**config.mk**
```make
export PLATFORM = sky130hd
export DESIGN_NAME = drum_node_init_loader
export DESIGN_NICKNAME = d
export VERILOG_FILES = /design/src/rtl/drum_node_init_loader.sv
export SDC_FILE = /design/constraint.sdc
export NUM_CORES = 1
export LEC_CHECK = 0
export CORE_UTILIZATION = 54
export CTS_BUF_LIST = sky130_fd_sc_hd__clkbuf_8
export CTS_CLUSTER_DIAMETER = 120
export DETAILED_ROUTE_END_ITERATION = 10
export PLACE_DENSITY = 0.89
export SYNTH_ARGS = -nofsm -noshare
export SYNTH_HDL_FRONTEND = slang
export SYNTH_SLANG_ARGS = --single-unit
```
**constraint.sdc**
```tcl
create_clock -name clk -period 3.3 [get_ports clk]
set_input_delay 0.66 -clock clk [delete_from_list [all_inputs] [get_ports clk]]
set_output_delay 0.66 -clock clk [all_outputs]
set_load 0.005 [all_outputs]
```
**src/rtl/drum_node_init_loader.sv**
```systemverilog
// drum_node_init_loader
// Copies the initial-displacement table into the u(n) and u(n-1) node memories.
// The loader walks node indices 0..NUM_NODES-1. It drives the address of a combinational
// init-value LUT. Each returned value is arithmetically right-shifted by the captured
// attenuation and then written to both memories over the shared wr_* bus. The node-update
// solver is held off while the load runs, and done pulses for one cycle at the end.
//
// Ports
//   clk          in   rising-edge clock
//   reset_n      in   synchronous active-low reset
//   start        in   load request, only honoured while idle
//   amp_shift    in   attenuation shift amount, captured when a load starts
//   lut_addr     out  init-value LUT address
//   lut_data     in   init-value LUT data, valid in the same cycle as lut_addr
//   wr_en        out  write strobe to both node memories
//   wr_addr      out  node index being written
//   wr_data      out  attenuated value written to both memories
//   solver_hold  out  high while loading; the solver must not step
//   busy         out  load in progress
//   done         out  one-cycle pulse after the final write
module drum_node_init_loader #(
    parameter int unsigned NUM_NODES  = 30,
    parameter int unsigned ADDR_W     = 5,
    parameter int unsigned DATA_W     = 32,
    parameter bit          AUTO_START = 1'b1
) (
    input  logic              clk,
    input  logic              reset_n,
    input  logic              start,
    input  logic [2:0]        amp_shift,
    output logic [ADDR_W-1:0] lut_addr,
    input  logic [DATA_W-1:0] lut_data,
    output logic              wr_en,
    output logic [ADDR_W-1:0] wr_addr,
    output logic [DATA_W-1:0] wr_data,
    output logic              solver_hold,
    output logic              busy,
    output logic              done
);

    typedef enum logic [1:0] {StIdle, StLoad, StDone} state_e;

    localparam logic [ADDR_W-1:0] LastAddr = ADDR_W'(NUM_NODES - 1);

    state_e            state_q, state_d;
    logic [ADDR_W-1:0] lut_addr_q, lut_addr_d;
    logic [2:0]        shift_q, shift_d;
    logic              wr_en_q, wr_en_d;
    logic [ADDR_W-1:0] wr_addr_q, wr_addr_d;
    logic [DATA_W-1:0] wr_data_q, wr_data_d;
    logic              busy_q, busy_d;
    logic              done_q, done_d;
    // Set by reset. It stands in for start on the first edge after reset is released.
    logic              auto_q, auto_d;
    logic              start_eff;

    always_comb begin
        state_d    = state_q;
        lut_addr_d = lut_addr_q;
        shift_d    = shift_q;
        wr_en_d    = wr_en_q;
        wr_addr_d  = wr_addr_q;
        wr_data_d  = wr_data_q;
        busy_d     = busy_q;
        done_d     = done_q;
        auto_d     = 1'b0;
        start_eff  = start | auto_q;

        unique case (state_q)
            StIdle: begin
                done_d     = 1'b0;
                lut_addr_d = '0;
                if (start_eff) begin
                    state_d = StLoad;
                    shift_d = amp_shift;
                    busy_d  = 1'b1;
                end
            end
            StLoad: begin
                wr_en_d   = 1'b1;
                wr_addr_d = lut_addr_q;
                wr_data_d = $signed(lut_data) >>> shift_q;
                if (lut_addr_q == LastAddr) begin
                    // Hold the address at the last node so it never wraps.
                    state_d = StDone;
                end else begin
                    lut_addr_d = lut_addr_q + 1'b1;
                end
            end
            StDone: begin
                wr_en_d = 1'b0;
                busy_d  = 1'b0;
                done_d  = 1'b1;
                state_d = StIdle;
            end
            default: begin
                state_d = StIdle;
            end
        endcase
    end

    always_ff @(posedge clk) begin
        if (!reset_n) begin
            state_q    <= StIdle;
            lut_addr_q <= '0;
            shift_q    <= '0;
            wr_en_q    <= 1'b0;
            wr_addr_q  <= '0;
            wr_data_q  <= '0;
            busy_q     <= 1'b0;
            done_q     <= 1'b0;
            auto_q     <= AUTO_START;
        end else begin
            state_q    <= state_d;
            lut_addr_q <= lut_addr_d;
            shift_q    <= shift_d;
            wr_en_q    <= wr_en_d;
            wr_addr_q  <= wr_addr_d;
            wr_data_q  <= wr_data_d;
            busy_q     <= busy_d;
            done_q     <= done_d;
            auto_q     <= auto_d;
        end
    end

    assign lut_addr    = lut_addr_q;
    assign wr_en       = wr_en_q;
    assign wr_addr     = wr_addr_q;
    assign wr_data     = wr_data_q;
    assign busy        = busy_q;
    assign solver_hold = busy_q;
    assign done        = done_q;

endmodule

```
==> results.cfg <==
[run_status]
status = finished, final reports clean

[yosys]
yosysWarnings = 0
ys_ff_latch = 51
ys_seq_area_frac = 0.333
syn_nets = 326
ys_types = 41
synth_edf_count = 0
synth_flop_cell = dfxtp_1
syn_area_um2 = 3070
synth-async-reset-ratio = 0
syn_inst = 283
syn-mean-instance-area_um2 = 10.8

[timing]
tightest_slew_ns = 0.721
slew_viol_final = 0
totalNegativeSetupSlack_ns = 0
whs_ns = 0.491
setup-violations-final = 0
worst_slack_ns = 1.18
slew_headroom = 0.520
finClkSkew_ns = 0.0144
layout_min_cycle_time_ns = 2.12
fin_crit_sh = 0.643
fmax_mhz = 471
hold_viol_final = 0
rsz0062_at_grt = no

[die]
core_um2 = 5510
dieArea_um2 = 5990
core.rowCount = 27
die_w_um = 77.4
io_pins = 84
start_util = 0.558
die_h_um = 77.4

[worst_setup_path]
r2r_end = wr_data[19]$_SDFFE_PN0P_
critPathCaptureType = flop
reg2reg_from = shift_q[1]$_SDFFE_PN0P_
worstPathMaxFanout = 25
crit_buf_inv = 1
crit_chain = buf_4 -> mux2i_1 -> mux4_1 -> a21oi_1
cp.arrival_ns = 2.37
cp_data_required_time_ns = 3.54
slowest_stage = dfxtp_2
worstSetupStartpointType = flop
worst_path_largest_cell_delay_ns = 0.81
path_class = flop to flop
rrSetupSlack_ns = 1.18
path_delay_family = flip-flops
worstRegToRegCells = 4

[grt]
grt_max_degree = 51
grt_pass1_vias = 2597
grt_pass1_wl_um = 12400
antenna_found_initial = 0
gr-total-overflow = 0
grtUsageTotal = 0.261

[placement]
post-place-cells = 415
post_dp_cell_area_um2 = 3810
place_hpwl_um = 5310
place_ws_ns = 0.867
io_buffers = 83
place.gp.congestion = 0.898

[clock_tree]
clk_pin_slew_ns = 0.10
cts_resized = 0
h-tree-depth = 2
holdBufCountCts = 0
cts_setup_buffers = 0
cts_tree = yes
cts_buffers = 5
cts_root_buf = clkbuf_8
clk_latency_ns = 0.31
clockBufferDepth = 2
cts.sinks = 51

[route]
post-route-drc-count = 0
vias_per_cell = 6.16
finalWirelength_um = 7490
vias = 2607
drtIter0Drc = 145
postRouteAntennaNets = 0
drt_pass1_iterations = 5
wl_per_cell_um = 17.7

[power_and_ir_drop]
ir_drop_mv = 0.337
leakage_uw = 0.00138
power_per_cell_area_nw_per_um2 = 555

[worst_hold_path]
hold_class = flop to flop
min_to = wr_data[30]$_SDFFE_PN0P_
hp-start = wr_data[30]$_SDFFE_PN0P_
hold_depth = 2

[final_layout]
layout.nets = 393
fill_cells = 383
fin_cells = 423
area_growth_syn_to_layout_pct = 27.9
antenna_cells = 0
design_area_um2 = 3930
drive_gt1_frac = 0.111

[job]
max_cap_violations = 0
==> metal layers <==
metal,up-vias,share of wire,GRT usage,wire (µm)
met5,-,0,0,0
met4,0,0.035,0.109,261
met3,22,0.058,0.0459,436
met2,115,0.50,0.436,3750
met1,1247,0.41,0.332,3040
li1,1223,-,-,-
==> how the worst max path moves through the flow <==
stage	from	endpoint	slack [ns]	cells past startpoint
2_1_floorplan	lut_addr[1]$_SDFFE_PN0P_	lut_addr[0]$_SDFFE_PN0P_	1.82	6
3_3_place_gp	reset_n	lut_addr[3]$_SDFFE_PN0P_	0.94	4
3_5_place_dp	reset_n	lut_addr[3]$_SDFFE_PN0P_	0.87	4
4_1_cts	reset_n	lut_addr[3]$_SDFFE_PN0P_	1.19	4
5_1_grt	reset_n	lut_addr[3]$_SDFFE_PN0P_	1.07	4
6_report	shift_q[1]$_SDFFE_PN0P_	wr_data[19]$_SDFFE_PN0P_	1.18	4
==> layout by cell type, fill, tap and decap left out, drive strengths merged, types with 2 or more instances in the layout <==
master         netlist  layout
a21oi               33      33
nand2                7       7
a31oi                7       7
dfxtp               51      51
or3                  3       3
o211ai               5       5
o21ai               33      33
ha                   5       5
mux2i               40      40
clkbuf              16       5
mux4                29      29
clkdlybuf4s50        0      83
nand2b               3       3
buf                 11       4
nand4                2       2
o21a                 2       2
nor2                12      12
inv                  9      10
==> metrics by stage <==
step / total power, µW / utilization
after floorplan: 1410 / -
after global placement: 1700 / 0.692
after detailed placement: 1730 / 0.692
after CTS: 2180 / 0.713
after global routing: 2300 / 0.713
final: 2180 / 0.713
==> cell families after synthesis <==
family          count (synthesis)  share of synthesized area
compound gates                 85                      0.152
fa+ha+maj                       5                     0.0204
buf+inv                        37                     0.0815
flops                          51                      0.333
mux                            70                      0.355
simple gates                   35                     0.0587
==> cell usage after synthesis (all sizes together), types with 3 or more instances <==
master / n / area share
mux2i: 40 / 0.13
inv: 9 / 0.011
buf: 11 / 0.035
or3: 3 / 0.0061
ha: 5 / 0.020
o211ai: 5 / 0.012
dfxtp: 51 / 0.33
a21oi: 33 / 0.054
nor2: 12 / 0.015
nand2b: 3 / 0.0061
nand2: 7 / 0.0086
a31oi: 7 / 0.014
o21ai: 33 / 0.054
clkbuf: 16 / 0.034
mux4: 29 / 0.22
==> area by class of cell <==
class,count,area (µm²),area share
Tap cell,72,90.1,0.0229
Sequential cell,51,1020,0.260
Clock buffer,5,68.8,0.0175
Inverter,10,37.5,0.00956
Clock inverter,3,46.3,0.0118
Timing Repair Buffer,87,861,0.219
Multi-Input combinational cell,195,1800,0.459
==> state kept, by name, summed over array words and instances (netlist names) <==
register	count
wr_addr	5
shift_q	3
wr_en	1
lut_addr	5
done	1
state_q	2
auto_q	1
busy	1
wr_data	32
==> worst min-delay path: stages, from the launching register on <==
cell and delay, ns:
dfxtp_1 0.33, nand2_1 0.07, a21oi_1 0.05
==> power by group <==
| part | internal, µW | total [µW] | switching (µW) |
|---|---|---|---|
| Sequential | 737 | 842 | 104 |
| Combinational | 505 | 886 | 381 |
| Clock | 229 | 451 | 222 |
(Power assumes the default switching activity.)
